--- config.mk ---
export PLATFORM = sky130hd
export DESIGN_NAME = bcd_addsub_seq_flat
export DESIGN_NICKNAME = d
export VERILOG_FILES = /design/src/rtl/bcd_pkg.sv /design/src/rtl/bcd_addsub_seq_if.sv /design/src/rtl/bcd_digit_add.sv /design/src/rtl/bcd_addsub_seq.sv /design/src/flat_wrapper.sv
export SDC_FILE = /design/constraint.sdc
export NUM_CORES = 1
export LEC_CHECK = 0
export ABC_CLOCK_PERIOD_IN_PS = 6450
export CORE_MARGIN = 2
export CORE_UTILIZATION = 40
export CTS_BUF_LIST = sky130_fd_sc_hd__clkbuf_2 sky130_fd_sc_hd__clkbuf_4 sky130_fd_sc_hd__clkbuf_8
export CTS_CLUSTER_SIZE = 16
export DETAILED_ROUTE_END_ITERATION = 10
export RECOVER_POWER = 100
export SETUP_SLACK_MARGIN = 0.02
export SYNTH_ARGS = -nofsm -noshare
export SYNTH_HDL_FRONTEND = slang
export SYNTH_SLANG_ARGS = --single-unit
--- constraint.sdc ---
create_clock -name clk -period 6.45 [get_ports clk]
set_clock_uncertainty 0.05 [all_clocks]
set_input_delay 1.935 -clock clk [delete_from_list [all_inputs] [get_ports clk]]
set_output_delay 1.935 -clock clk [all_outputs]
set_load 0.02 [all_outputs]
--- src/rtl/bcd_pkg.sv ---
// Shared constants and digit helpers for the digit-serial BCD add/subtract datapath.
package bcd_pkg;

   localparam int unsigned DIGIT_W = 4;
   localparam int unsigned STATE_W = 3;

   localparam logic [STATE_W-1:0] ST_IDLE  = 3'd0;
   localparam logic [STATE_W-1:0] ST_CHECK = 3'd1;
   localparam logic [STATE_W-1:0] ST_ADD   = 3'd2;
   localparam logic [STATE_W-1:0] ST_FIX   = 3'd3;
   localparam logic [STATE_W-1:0] ST_DONE  = 3'd4;

   function automatic logic [DIGIT_W-1:0] nines_comp(input logic [DIGIT_W-1:0] d);
      return DIGIT_W'(9) - d;
   endfunction

   function automatic logic digit_valid(input logic [DIGIT_W-1:0] d);
      return d <= DIGIT_W'(9);
   endfunction

endpackage

--- src/rtl/bcd_addsub_seq_if.sv ---
// Request/result bundle for the sequential BCD adder/subtractor.
interface bcd_addsub_seq_if #(parameter int unsigned NDIGITS = 4);

   localparam int unsigned W = 4 * NDIGITS;

   logic         start;
   logic         op;
   logic [W-1:0] a;
   logic         a_sign;
   logic [W-1:0] b;
   logic         b_sign;
   logic         busy;
   logic         done;
   logic [W-1:0] result;
   logic         r_sign;
   logic         ovf;
   logic         err;

   modport master (
      output start, op, a, a_sign, b, b_sign,
      input  busy, done, result, r_sign, ovf, err
   );

   modport slave (
      input  start, op, a, a_sign, b, b_sign,
      output busy, done, result, r_sign, ovf, err
   );

endinterface

--- src/rtl/bcd_digit_add.sv ---
// Single BCD digit adder with decimal (+6) correction; shared by the add and recomplement passes.
module bcd_digit_add
   import bcd_pkg::*;
(
   input  logic [DIGIT_W-1:0] a,
   input  logic [DIGIT_W-1:0] b,
   input  logic               cin,
   output logic [DIGIT_W-1:0] s,
   output logic               cout
);

   localparam int unsigned SUM_W = DIGIT_W + 1;

   logic [SUM_W-1:0] raw;
   logic [SUM_W-1:0] adj;

   always_comb begin
      raw  = SUM_W'(a) + SUM_W'(b) + SUM_W'(cin);
      cout = raw > SUM_W'(9);
      adj  = cout ? raw + SUM_W'(6) : raw;
      s    = adj[DIGIT_W-1:0];
   end

endmodule

--- src/rtl/bcd_addsub_seq.sv ---
// Digit-serial sign-magnitude BCD adder/subtractor, LSD first, with ten's-complement fix-up pass.
module bcd_addsub_seq
   import bcd_pkg::*;
#(
   parameter int unsigned NDIGITS = 4
)(
   input  logic            clk,
   input  logic            rst,
   bcd_addsub_seq_if.slave bus
);

   localparam int unsigned W     = DIGIT_W * NDIGITS;
   localparam int unsigned IDX_W = (NDIGITS > 1) ? $clog2(NDIGITS) : 1;

   logic [STATE_W-1:0] state_q, state_n;
   logic [IDX_W-1:0]   idx_q, idx_n;
   logic               carry_q, carry_n;
   logic [W-1:0]       a_q, a_n, b_q, b_n, res_q, res_n;
   logic               a_sign_q, a_sign_n, sub_q, sub_n;
   logic               r_sign_q, r_sign_n, ovf_q, ovf_n, err_q, err_n;
   logic               busy_q, busy_n, done_q, done_n;

   int unsigned        pos;
   logic               last, bad;
   logic [DIGIT_W-1:0] add_x, add_y, add_s;
   logic               add_cin, add_cout;

   bcd_digit_add u_digit (
      .a    (add_x),
      .b    (add_y),
      .cin  (add_cin),
      .s    (add_s),
      .cout (add_cout)
   );

   // Next-state and next-register logic
   always_comb begin
      state_n  = state_q;
      idx_n    = idx_q;
      carry_n  = carry_q;
      a_n      = a_q;
      b_n      = b_q;
      a_sign_n = a_sign_q;
      sub_n    = sub_q;
      res_n    = res_q;
      r_sign_n = r_sign_q;
      ovf_n    = ovf_q;
      err_n    = err_q;

      pos  = DIGIT_W * 32'(idx_q);
      last = (idx_q == IDX_W'(NDIGITS - 1));

      bad = 1'b0;
      for (int unsigned i = 0; i < NDIGITS; i++) begin
         if (!digit_valid(a_q[i*DIGIT_W +: DIGIT_W]) || !digit_valid(b_q[i*DIGIT_W +: DIGIT_W]))
            bad = 1'b1;
      end

      // FIX recomplements the stored result; ADD combines A with B or its nines' complement
      add_cin = carry_q;
      if (state_q == ST_FIX) begin
         add_x = nines_comp(res_q[pos +: DIGIT_W]);
         add_y = '0;
      end else begin
         add_x = a_q[pos +: DIGIT_W];
         add_y = sub_q ? nines_comp(b_q[pos +: DIGIT_W]) : b_q[pos +: DIGIT_W];
      end

      case (state_q)
         ST_IDLE: begin
            if (bus.start) begin
               a_n      = bus.a;
               b_n      = bus.b;
               a_sign_n = bus.a_sign;
               sub_n    = bus.a_sign ^ bus.b_sign ^ bus.op;
               res_n    = '0;
               r_sign_n = 1'b0;
               ovf_n    = 1'b0;
               err_n    = 1'b0;
               state_n  = ST_CHECK;
            end
         end
         ST_CHECK: begin
            idx_n   = '0;
            carry_n = sub_q;
            if (bad) begin
               err_n   = 1'b1;
               state_n = ST_DONE;
            end else begin
               state_n = ST_ADD;
            end
         end
         ST_ADD: begin
            res_n[pos +: DIGIT_W] = add_s;
            carry_n               = add_cout;
            idx_n                 = idx_q + IDX_W'(1);
            if (last) begin
               idx_n = '0;
               if (!sub_q) begin
                  ovf_n    = add_cout;
                  r_sign_n = a_sign_q;
                  state_n  = ST_DONE;
               end else if (add_cout) begin
                  r_sign_n = a_sign_q;
                  state_n  = ST_DONE;
               end else begin
                  r_sign_n = ~a_sign_q;
                  carry_n  = 1'b1;
                  state_n  = ST_FIX;
               end
            end
         end
         ST_FIX: begin
            res_n[pos +: DIGIT_W] = add_s;
            carry_n               = add_cout;
            idx_n                 = idx_q + IDX_W'(1);
            if (last) begin
               idx_n   = '0;
               state_n = ST_DONE;
            end
         end
         ST_DONE: state_n = ST_IDLE;
         default: state_n = ST_IDLE;
      endcase

      // No negative zero
      if (state_n == ST_DONE && res_n == '0)
         r_sign_n = 1'b0;

      busy_n = (state_n != ST_IDLE);
      done_n = (state_n == ST_DONE);
   end

   always_ff @(posedge clk) begin
      if (rst) begin
         state_q  <= ST_IDLE;
         idx_q    <= '0;
         carry_q  <= 1'b0;
         a_q      <= '0;
         b_q      <= '0;
         a_sign_q <= 1'b0;
         sub_q    <= 1'b0;
         res_q    <= '0;
         r_sign_q <= 1'b0;
         ovf_q    <= 1'b0;
         err_q    <= 1'b0;
         busy_q   <= 1'b0;
         done_q   <= 1'b0;
      end else begin
         state_q  <= state_n;
         idx_q    <= idx_n;
         carry_q  <= carry_n;
         a_q      <= a_n;
         b_q      <= b_n;
         a_sign_q <= a_sign_n;
         sub_q    <= sub_n;
         res_q    <= res_n;
         r_sign_q <= r_sign_n;
         ovf_q    <= ovf_n;
         err_q    <= err_n;
         busy_q   <= busy_n;
         done_q   <= done_n;
      end
   end

   assign bus.busy   = busy_q;
   assign bus.done   = done_q;
   assign bus.result = res_q;
   assign bus.r_sign = r_sign_q;
   assign bus.ovf    = ovf_q;
   assign bus.err    = err_q;

endmodule

--- src/flat_wrapper.sv ---
// flat-port wrapper written by rule: the top's interface ports become plain ports
module bcd_addsub_seq_flat import bcd_pkg::*;
#(
   parameter int unsigned NDIGITS = 4
)
  (clk, rst, bus_start, bus_op, bus_a, bus_a_sign, bus_b, bus_b_sign, bus_busy, bus_done, bus_result, bus_r_sign, bus_ovf, bus_err);
  bcd_addsub_seq_if #(.NDIGITS(NDIGITS)) bus_i ();
  input  logic clk;
  input  logic rst;
  input wire logic [$bits(bus_i.start)-1:0] bus_start;
  input wire logic [$bits(bus_i.op)-1:0] bus_op;
  input wire logic [$bits(bus_i.a)-1:0] bus_a;
  input wire logic [$bits(bus_i.a_sign)-1:0] bus_a_sign;
  input wire logic [$bits(bus_i.b)-1:0] bus_b;
  input wire logic [$bits(bus_i.b_sign)-1:0] bus_b_sign;
  output wire logic [$bits(bus_i.busy)-1:0] bus_busy;
  output wire logic [$bits(bus_i.done)-1:0] bus_done;
  output wire logic [$bits(bus_i.result)-1:0] bus_result;
  output wire logic [$bits(bus_i.r_sign)-1:0] bus_r_sign;
  output wire logic [$bits(bus_i.ovf)-1:0] bus_ovf;
  output wire logic [$bits(bus_i.err)-1:0] bus_err;
  assign bus_i.start = bus_start;
  assign bus_i.op = bus_op;
  assign bus_i.a = bus_a;
  assign bus_i.a_sign = bus_a_sign;
  assign bus_i.b = bus_b;
  assign bus_i.b_sign = bus_b_sign;
  assign bus_busy = bus_i.busy;
  assign bus_done = bus_i.done;
  assign bus_result = bus_i.result;
  assign bus_r_sign = bus_i.r_sign;
  assign bus_ovf = bus_i.ovf;
  assign bus_err = bus_i.err;
  bcd_addsub_seq #(.NDIGITS(NDIGITS)) u_core (.clk(clk), .rst(rst), .bus(bus_i));
endmodule
Word-level counts from Yosys, hierarchy flattened
Cells that the tools add are included.
{"block": "totals", "register_bits": 61, "latch_bits": 0, "mem_bits_rw": 0, "mem_bits_ro": 0, "input_bits": 38, "output_inout_bits": 21, "n_memories": 0}
{"block": "op_classes", "n_addsub": 7, "n_mul": 0, "div": 0, "n_lt_le_gt_ge": 9, "eq_ne": 9, "n_shift": 5, "muxes": 33, "bitwise": 3, "reduce_logical": 26}
{"op": "$shiftx 16x5->4", "count": 3}
{"op": "$neg 4->34", "count": 1}
{"op": "$shift 4x34->16 const A", "count": 1}
{"op": "$shiftx 4x34->16", "count": 1}
{"op": "$le 4x4->1 const B", "count": 8}
{"op": "$pmux 16 s2", "count": 1}
{"op": "$mux 3", "count": 6}
{"op": "$bwmux 16", "count": 1}
{"op": "$logic_not 16->1", "count": 1}
{"op": "$mux 16", "count": 1}
{"op": "$mux 4", "count": 4}
{"op": "$mux 1", "count": 13}
{"op": "$pmux 3 s4", "count": 1}
{"op": "$logic_not 1->1", "count": 8}
{"op": "$sub 4x4->4 const A", "count": 2}
{"op": "$eq 3x2->1 const B", "count": 2}
{"op": "$pmux 1 s2", "count": 3}
{"op": "$reduce_and 3->1", "count": 2}
{"op": "$reduce_bool 2->1", "count": 3}
{"op": "$reduce_bool 3->1", "count": 2}
{"op": "$add 4x4->5", "count": 1}
{"op": "$add 5x1->5", "count": 1}
{"op": "$gt 5x4->1 const B", "count": 1}
{"op": "$add 4x3->4 const B", "count": 1}
{"op": "other kinds (17)", "count": 24}

Longest topological paths before layout
Gate-level depths: netlist of run 1.
{"block": "logic_depth", "depth_word": 14, "ltp_mapped": 16, "depth_no_buf": 14}

By module
Synthesis of run 1 repeated with hierarchy kept, for this count alone.
{"block": "unflattened", "hier_cells": 392, "area_unflattened_um2": 3334.4}
{"module": "bcd_addsub_seq", "instances": 1, "cells_each": 369, "area_each_um2": 3116.7, "seq_area_each_um2": 1221.2}
{"module": "bcd_digit_add", "instances": 1, "cells_each": 23, "area_each_um2": 217.7, "seq_area_each_um2": 0.0}

Worst setup path after synthesis of run 1
Ideal clock, no wire load.
{"block": "synth_path", "kind": "register to register", "startpoint": "register u_core.idx_q[0]", "endpoint": "register u_core.r_sign_q, in the netlist u_core.bus.r_sign", "setup_ns": 0.086, "arrival_time_ns": 4.236, "required_time_ns": 6.314, "setup_slack_ns": 2.078, "stages_incl_launch_ff": 15, "path_buffers": 3, "period_less_slack_ns": 4.372, "path_cell_list": "dfxtp_1 > clkbuf_1 > buf_1 > mux4_2 > inv_1 > ha_1 > mux2_2 > ha_1 > and3b_1 > or3_1 > buf_6 > a31o_1 > a211oi_2 > o31ai_1 > a221oi_2"}
{"block": "synth_between", "elab_chain_len": 14, "word_cells_on_any_way": 34}
{"item": "start: declaration", "line_no": "bcd_addsub_seq.sv:16", "text": "logic [IDX_W-1:0] idx_q, idx_n;"}
{"item": "start signal: assignment", "line_no": "bcd_addsub_seq.sv:151", "text": "idx_q <= idx_n;"}
{"item": "$shiftx 16x5->4", "line_no": "bcd_addsub_seq.sv:66", "text": "add_y = sub_q ? nines_comp(b_q[pos +: DIGIT_W]) : b_q[pos +: DIGIT_W];"}
{"item": "$sub 4x4->4", "line_no": "bcd_pkg.sv:14", "text": "return DIGIT_W'(9) - d;"}
{"item": "$mux 4", "line_no": "bcd_addsub_seq.sv:66"}
{"item": "$mux 4", "line_no": "bcd_addsub_seq.sv:61", "text": "if (state_q == ST_FIX) begin"}
{"item": "$add 4x4->5", "line_no": "bcd_digit_add.sv:18", "text": "raw = SUM_W'(a) + SUM_W'(b) + SUM_W'(cin);"}
{"item": "$add 5x1->5", "line_no": "bcd_digit_add.sv:18"}
{"item": "$add 4x3->4 / $gt 5x4->1 (equally long branches)", "line_no": "bcd_digit_add.sv:20, bcd_digit_add.sv:19"}
{"item": "$mux 4 / $mux 3 (equally long branches)", "line_no": "bcd_digit_add.sv:20, bcd_addsub_seq.sv:103"}
{"item": "$shiftx 4x34->16 / $mux 3 (equally long branches)", "line_no": "bcd_addsub_seq.sv:94, bcd_addsub_seq.sv:114, bcd_addsub_seq.sv:99"}
{"item": "$bwmux 16 / $mux 3 (equally long branches)", "line_no": "bcd_addsub_seq.sv:94, bcd_addsub_seq.sv:114, bcd_addsub_seq.sv:97"}
{"item": "$pmux 16 s2 / $pmux 3 s4 (equally long branches)", "line_no": "bcd_addsub_seq.sv:69", "text": "case (state_q)"}
{"item": "$logic_not 16->1 / $eq 3x3->1 (equally long branches)", "line_no": "bcd_addsub_seq.sv:127", "text": "if (state_n == ST_DONE && res_n == '0)"}
{"item": "$logic_and 1x1->1", "line_no": "bcd_addsub_seq.sv:127"}
{"item": "$reduce_or 2->1 (no line)"}
{"item": "end signal: assignment", "line_no": "bcd_addsub_seq.sv:158", "text": "r_sign_q <= r_sign_n;"}
{"item": "end: declaration", "line_no": "bcd_addsub_seq.sv:20", "text": "logic r_sign_q, r_sign_n, ovf_q, ovf_n, err_q, err_n;"}
Parallel ways exist; a longest one is shown, timed or not. The select of a mux whose other input is x is not followed.
A chain may end at the register's enable or synchronous reset.

Worst setup path after layout of run 1
{"block": "layout_path", "startpoint": "input port bus_start", "endpoint": "register u_core.res_q[1], in the netlist u_core.bus.result[1]"}
{"block": "layout_between", "elab_chain_len": 2}
{"item": "start: declaration", "line_no": "flat_wrapper.sv:10", "text": "input wire logic [$bits(bus_i.start)-1:0] bus_start;"}
{"item": "$mux 16", "line_no": "bcd_addsub_seq.sv:71", "text": "if (bus.start) begin"}
{"item": "$pmux 16 s2", "line_no": "bcd_addsub_seq.sv:69"}
{"item": "end signal: assignment", "line_no": "bcd_addsub_seq.sv:157", "text": "res_q <= res_n;"}
{"item": "end: declaration", "line_no": "bcd_addsub_seq.sv:18", "text": "logic [W-1:0] a_q, a_n, b_q, b_n, res_q, res_n;"}
Every way passes these cells.

==> implementation parameters, run 1 <==
Parameter                              Value

Outcome
  Status    finished, violations left
  Violations in the final reports    capacitance limit, slew limit

Detailed routing
  Length of the first detailed-routing pass in iterations    4
  Remaining routing DRC violations    0
  Post-detailed-routing wire length    9002 um
  Detailed-route wire length per cell    16.31 um
  Violation count after the first detailed-routing iteration    140
  Antenna Nets Post-Route    0
  Routed via count    3056
  Routed vias/inst    5.536

Setup path
  Worst Path Class, Setup    input pin to register
  Critical Path Fanout Max    22
  CP Capture Type    register
  Crit path required time    6530 ps
  R2R Setup Slk    1470 ps
  Setup crit start kind    input pin
  Crit Reg-Reg Startpoint    u_core.idx_q[0]$_SDFFE_PP0P_
  Max stage delay cell, worst path    nor2_1
  Critical Path AT    5080 ps
  Endpoint of the lowest-slack register-to-register path    u_core.bus.r_sign$_SDFFE_PP0P_
  Most Frequent Cell on Critical Path    nor2_1
  Critical path's top delay family    buffers and inverters
  Crit-path max cell delay    950 ps
  Cell Chain, Critical Path    dlygate4sd3_1 -> nand3_1 -> nor2_1 -> clkbuf_1 -> a21oi_1 -> a22oi_1 -> nor2_1
  Buffer and inverter count on the worst path    2
  R2R cell count    11

Yosys
  Share of synthesized area occupied by flip-flops and latches    37.32%
  Most common cell in the synthesized netlist    nand2_1
  Adder-cell share of the synthesized area    5.813%
  Share of the synthesized area in the top cell type    37.32%
  XOR/XNOR Fraction of Synth Area    1.874%
  Most used flip-flop cell after synthesis    dfxtp_1
  Ranking of synthesized cells by area    dfxtp_1, nand2_1, mux4_2
  Average cell area after synthesis    8.283 um2
  Synth cell types    52
  Post-synthesis sequential element count    61
  Number of instances in the synthesized netlist    395
  Post-synth top area cell    dfxtp_1
  Synthesized Nets    447
  Post-synth EDFFs    0
  Synthesis Warnings    0
  Post-synthesis compound-gate area fraction    21.03%
  Syn Std Cell Area    3272 um2
  Top post-synthesis cells by count    nand2_1, dfxtp_1, a21oi_1, nor2_1, a22oi_1
  Combinational family with the most area after synthesis    compound AO/OA/AOI/OAI gates
  Share of async-settable or async-resettable flops after synthesis    0%
  Proportion of synthesized area in mux cells    8.910%
  Simple-gate share of the synthesized area    20.34%

Clock network
  Postcts setup bufs    0
  CTS tree    yes
  Clock transition at path regs    70 ps
  Clock Tree Root    clkbuf_8
  Number of buffers added by the clock tree synthesis step    9
  Number of instances resized during post-cts repair    0
  Number of hold buffers added after CTS    0
  Worst-skew pair later-pin latency    350 ps
  Maximum level of the CTS H-tree    3
  Max Root-Sink Buffers    2
  Number of sinks on the clock net    61

Final layout
  Count of placed standard cells in the final layout, fillers left out    552
  Total Nets Final    497
  Ant. Diodes    0
  Share of final-layout standard cells stronger than drive strength 1    7.778%
  Area added between synthesis and finish    25.28%

Floorplan
  Top Ports    59
  Overall die area    8919 um2
  Die boundary width    94.44 um
  Floorplan Core Area    7807 um2
  Initial Utilization    41.91%
  Die boundary height    94.44 um
  Number of rows in the core area    32

Global routing
  Initial antenna violation count    0
  First-pass GRT wire length    14930 um
  GRT overflow    0
  Vias in the first global route    2886
  Maximum number of pins on one net before global-route repair    61
  Global-route usage over all layers    21.78%

Timing
  Share of the clock period used by the worst path    77.41%
  Setup Viol. Count Final    0
  Number of pins exceeding their max-slew limit in the final report    61
  Fmax    200.3 MHz
  Number of failing hold endpoints at the final stage    0
  Final hold slack    402.9 ps
  Worst path setup slack after routing    1457 ps
  Final period demand of the worst path    4993 ps
  Max-slew headroom    -77.64%
  Unrepaired setup endpoints after global routing    false
  Sum of negative setup slack    0 ps
  Worst-margin pin slew    2665 ps

Place
  Cell Count Post-Placement    536
  Estimated wirelength of the detail-placed design    6559 um
  Number of buffers inserted by port buffering    58
  Pre-CTS setup slack    1840 ps
  Final GP Congestion    0.8836

Power and ir drop
  Worst IR Drop VDD    114.7 uV
  Pwr Density    255.2 nW/um2
  Static Leak    0.001609 uW

Job
  Count of maximum capacitance violations    1

Hold path
  Worst Hold Endpoint    u_core.bus.err$_SDFFE_PP0P_
  Min-Delay Path Class    register to register
  Startpoint of the lowest-slack hold path    u_core.bus.err$_SDFFE_PP0P_
  Worst Hold Path Cells    2
## registers in the layout, summed over array words and instances (netlist names), 2 cells and up
name	cells
u_core.b_q	16
u_core.a_q	16
u_core.bus.result	16
u_core.state_q	3
u_core.idx_q	2
## per-layer routing
| layer | part of all wire, % | vias to the layer above | track usage, % |
|---|---|---|---|
| li1 | - | 1502 | - |
| met2 | 45 | 84 | 34.11 |
| met4 | 1.4 | 0 | 6.884 |
| met1 | 48 | 1459 | 30.43 |
| met3 | 5.4 | 11 | 4.150 |
| met5 | 0 | - | 0 |
## cell type report
class | instances | area (um2)
Tap cell | 102 | 127.6
Clock inverter | 6 | 62.56
Timing Repair Buffer | 62 | 598.1
Inverter | 16 | 60.06
Sequential cell | 61 | 1221
Fill cell | 800 | 3709
Clock buffer | 10 | 137.6
Multi-Input combinational cell | 295 | 1892
## where the power goes
part	switching, uW	internal, uW
combinational	161	110
sequential	28.1	401
clock	159	187
total	348	699
## tightest hold or removal path, stage by stage (launching register included)
cell and delay (ps):
dfxtp_1 310, nand2_1 50, a21oi_1 50
## cell usage in the layout, fill, tap and decap left out, types with 3 or more instances in the layout
master and n:
xnor2_1 4, clkbuf_8 10, a2bb2oi_1 3, nor2_1 29, a41oi_1 3, nand2_1 90
clkdlybuf4s50_1 35, xor2_1 3, nor2b_1 4, nand2b_1 5, dfxtp_1 61, nand3_1 7
o21ai_0 14, a22oi_1 20, ha_1 12, inv_1 16, dlygate4sd3_1 22, mux4_2 12
or3_1 4, a21oi_1 45, clkinvlp_4 3
## metrics by stage
| step | cell area, um2 | total power, uW | util, % |
|---|---|---|---|
| after floorplan | 3272 | 627.9 | - |
| after global placement | 3914 | 709.8 | 50.13 |
| after detailed placement | 3914 | 713.4 | 50.13 |
| after CTS | 4114 | 1058 | 52.69 |
| after global routing | 4099 | 1111 | 52.50 |
| final | 4099 | 1046 | 52.50 |
## cells by family after synthesis
group	Yosys count
AND/OR/NAND/NOR	153
XOR/XNOR	7
adder cells (fa/ha/maj)	14
buffers and inverters	39
flip-flops	61
AO/OA/AOI/OAI	107
multiplexers	14
## how the worst max path moves through the flow
stage                                             from  cells past startpoint  slack [ps]                               to
after floorplan           u_core.idx_q[0]$_SDFFE_PP0P_                     14        2080   u_core.bus.r_sign$_SDFFE_PP0P_
after global placement    u_core.idx_q[0]$_SDFFE_PP0P_                     11        1950   u_core.bus.r_sign$_SDFFE_PP0P_
after detailed placement  u_core.idx_q[0]$_SDFFE_PP0P_                     11        1840   u_core.bus.r_sign$_SDFFE_PP0P_
after CTS                 u_core.idx_q[0]$_SDFFE_PP0P_                     11        1810   u_core.bus.r_sign$_SDFFE_PP0P_
after global routing      u_core.idx_q[0]$_SDFFE_PP0P_                     11        1070   u_core.bus.r_sign$_SDFFE_PP0P_
final                                        bus_start                      7        1460  u_core.bus.result[1]$_SDFF_PP0_
Power figures use the tool's default switching activity.
==> run 2: changes to the inputs <==
Settings changed: ABC_CLOCK_PERIOD_IN_PS 6450 to 5100.
Clock period 6.45 ns to 5.1 ns, I/O delays scaled along.
==> run 2 against run 1 <==
Net effect:
- the run still ends with capacitance limit, slew limit left
- die area did not move
- sequential power is 26% higher
- critical endpoint is now u_core.bus.r_sign$_SDFFE_PP0P_
- combinational power is 29% higher
- worst hold slack gained 9.9 ps
- via count decreased by 0.29%
- sequential cell count unchanged
- setup slack worse by 680 ps
- critical path type is now register to register
- wire length shrank 0.90%
- cell count up 0.18%
- sequential share of layout area down 0.13 points
- final area up 0.43%
==> implementation parameters, run 2 (synthesis results as in run 1) <==
Parameter                              Value

Place
  Final GP Congestion    0.9578
  Cell Count Post-Placement    538
  Number of buffers inserted by port buffering    58
  Estimated wirelength of the detail-placed design    6577 um

Floorplan
  Die boundary width    94.44 um
  Overall die area    8919 um2
  Floorplan Core Area    7807 um2
  Die boundary height    94.44 um
  Top Ports    59
  Initial Utilization    41.91%
  Number of rows in the core area    32

Setup path
  Crit path required time    5310 ps
  CP Capture Type    register
  R2R Setup Slk    770 ps
  Worst Path Class, Setup    register to register
  Critical Path AT    4540 ps
  Critical Path Fanout Max    11
  Setup crit start kind    register

Final layout
  Top library cells by usage in the layout, fill and taps aside    nand2_1, dfxtp_1, a21oi_1
  Count of placed standard cells in the final layout, fillers left out    553
  Fillcell total    797
  Commonest non-fill, non-tap cell in the layout    nand2_1
  Area added between synthesis and finish    25.81%
  Combined area of the multi-input logic cells    1897 um2
  Sequential cell area    1221 um2
  Share of final-layout standard cells stronger than drive strength 1    7.982%
  Total Nets Final    499
  Ant. Diodes    0

Timing
  Fmax    231.2 MHz
  Worst-margin pin slew    1633 ps
  Unrepaired setup endpoints after global routing    false
  Number of failing hold endpoints at the final stage    0
  Sum of negative setup slack    0 ps
  Share of the clock period used by the worst path    84.82%
  Final period demand of the worst path    4326 ps
  Max-slew headroom    -8.885%
  Number of pins exceeding their max-slew limit in the final report    39
  Setup Viol. Count Final    0

Power and ir drop
  Internal Power    897.3 uW
  Static Leak    0.001625 uW
  Fraction of power spent switching nets    32.64%
  Relative contribution of sequential cells to total power    40.5%
  Fraction of power consumed by combinational cells    26.3%
  Clock network power share    33.2%
  Pwr Density    323.6 nW/um2
  Worst IR Drop VDD    183.9 uV
  Net load switching power    434.8 uW

Global routing
  Global-route usage over all layers    21.27%
  First-pass GRT wire length    14570 um
  Maximum number of pins on one net before global-route repair    39
  GRT overflow    0
  Initial antenna violation count    0
  Vias in the first global route    2943

Detailed routing
  Detailed-routing wirelength on met1    4212 um
  Length of the first detailed-routing pass in iterations    4
  Routed vias/inst    5.510
  Met2 WL    4048 um
  Remaining routing DRC violations    0
  Top layer used by detailed routing    met4
  Violation count after the first detailed-routing iteration    218
  Detailed-route wire length per cell    16.13 um
  Total met3 wirelength after detailed routing    551 um
  Post-detailed-routing wire length    8921 um
  Antenna Nets Post-Route    0
  Routed via count    3047

Clock network
  Number of sinks on the clock net    61
  Max Root-Sink Buffers    2
  Number of buffers added by the clock tree synthesis step    9
  Postcts setup bufs    0
  Number of hold buffers added after CTS    0
  Maximum level of the CTS H-tree    3
  Worst-skew pair later-pin latency    350 ps
  Clock transition at path regs    70 ps
  CTS tree    yes
  Clock Tree Root    clkbuf_8
  Number of instances resized during post-cts repair    0

Job
  Count of maximum capacitance violations    1

Outcome
  Violations in the final reports    capacitance limit, slew limit
  Status    finished, violations left

Hold path
  Min-Delay Path Class    register to register
==> run 2: changes by cell type in the layout (fill, tap and decap cells not counted) <==
cell and change:
buf_4 +2, o21ai_0 -1, o21ai_1 +1, a211oi_2 +1
clkbuf_1 +1, clkinvlp_4 -2, clkbuf_8 +1, buf_2 -1
a211oi_1 -1
==> run 2: layout make-up <==
type                            count  area share (%)
Tap cell                          102           3.100
Clock inverter                      4           1.155
Timing Repair Buffer               64           14.86
Clock buffer                       11           3.678
Sequential cell                    61           29.67
Multi-Input combinational cell    295           46.08
Inverter                           16           1.459
==> run 2: per-stage QoR <==
step	hold WS [ps]	area (um2)	utilization (%)	setup WS, ps	power, uW
6_report	412.8	4116	52.72	774.0	1332
5_1_grt	440.2	4116	52.72	321.2	1403
4_1_cts	414.4	4128	52.87	735.4	1335
3_5_place_dp	405.5	3929	50.32	747.6	901.1
3_3_place_gp	395.8	3929	50.32	920.0	895.8
2_1_floorplan	383.1	3272	-	727.8	794.1
==> run 2: critical path, cell delays in order, from the launching register on <==
cell and delay [ps]:
dfxtp_1 680, buf_4 300, mux4_2 520, a21oi_1 190, fa_1 220, inv_1 60
fa_1 430, xnor2_1 290, ha_1 210, nand2_1 130, a31o_1 230, a22oi_1 450
o31ai_1 180, a221oi_2 280
==> run 2: metal layers <==
layer | track usage [%] | vias up
met2 | 32.80 | 88
met4 | 8.816 | 0
met3 | 6.065 | 10
met1 | 27.98 | 1452
li1 | - | 1497
met5 | 0 | -
==> run 2: path summary, 6_finish.rpt <==
kind | start | endpoint | cells after the start
worst max-delay path | u_core.idx_q[0]$_SDFFE_PP0P_ | u_core.bus.r_sign$_SDFFE_PP0P_ | 13
worst min-delay path | u_core.bus.err$_SDFFE_PP0P_ | u_core.bus.err$_SDFFE_PP0P_ | 2
worst min register to register | u_core.bus.err$_SDFFE_PP0P_ | u_core.bus.err$_SDFFE_PP0P_ | 2
worst max register to register | u_core.idx_q[0]$_SDFFE_PP0P_ | u_core.bus.r_sign$_SDFFE_PP0P_ | 13
==> run 2: power by group through the flow <==
| stage | logic, uW | clock network, uW | registers (uW) |
|---|---|---|---|
| after floorplan | 256 | 0 | 538 |
| after detailed placement | 350 | 0 | 551 |
| after global placement | 345 | 0 | 551 |
| final | 350 | 442 | 540 |
| after CTS | 351 | 443 | 540 |
| after global routing | 389 | 469 | 544 |
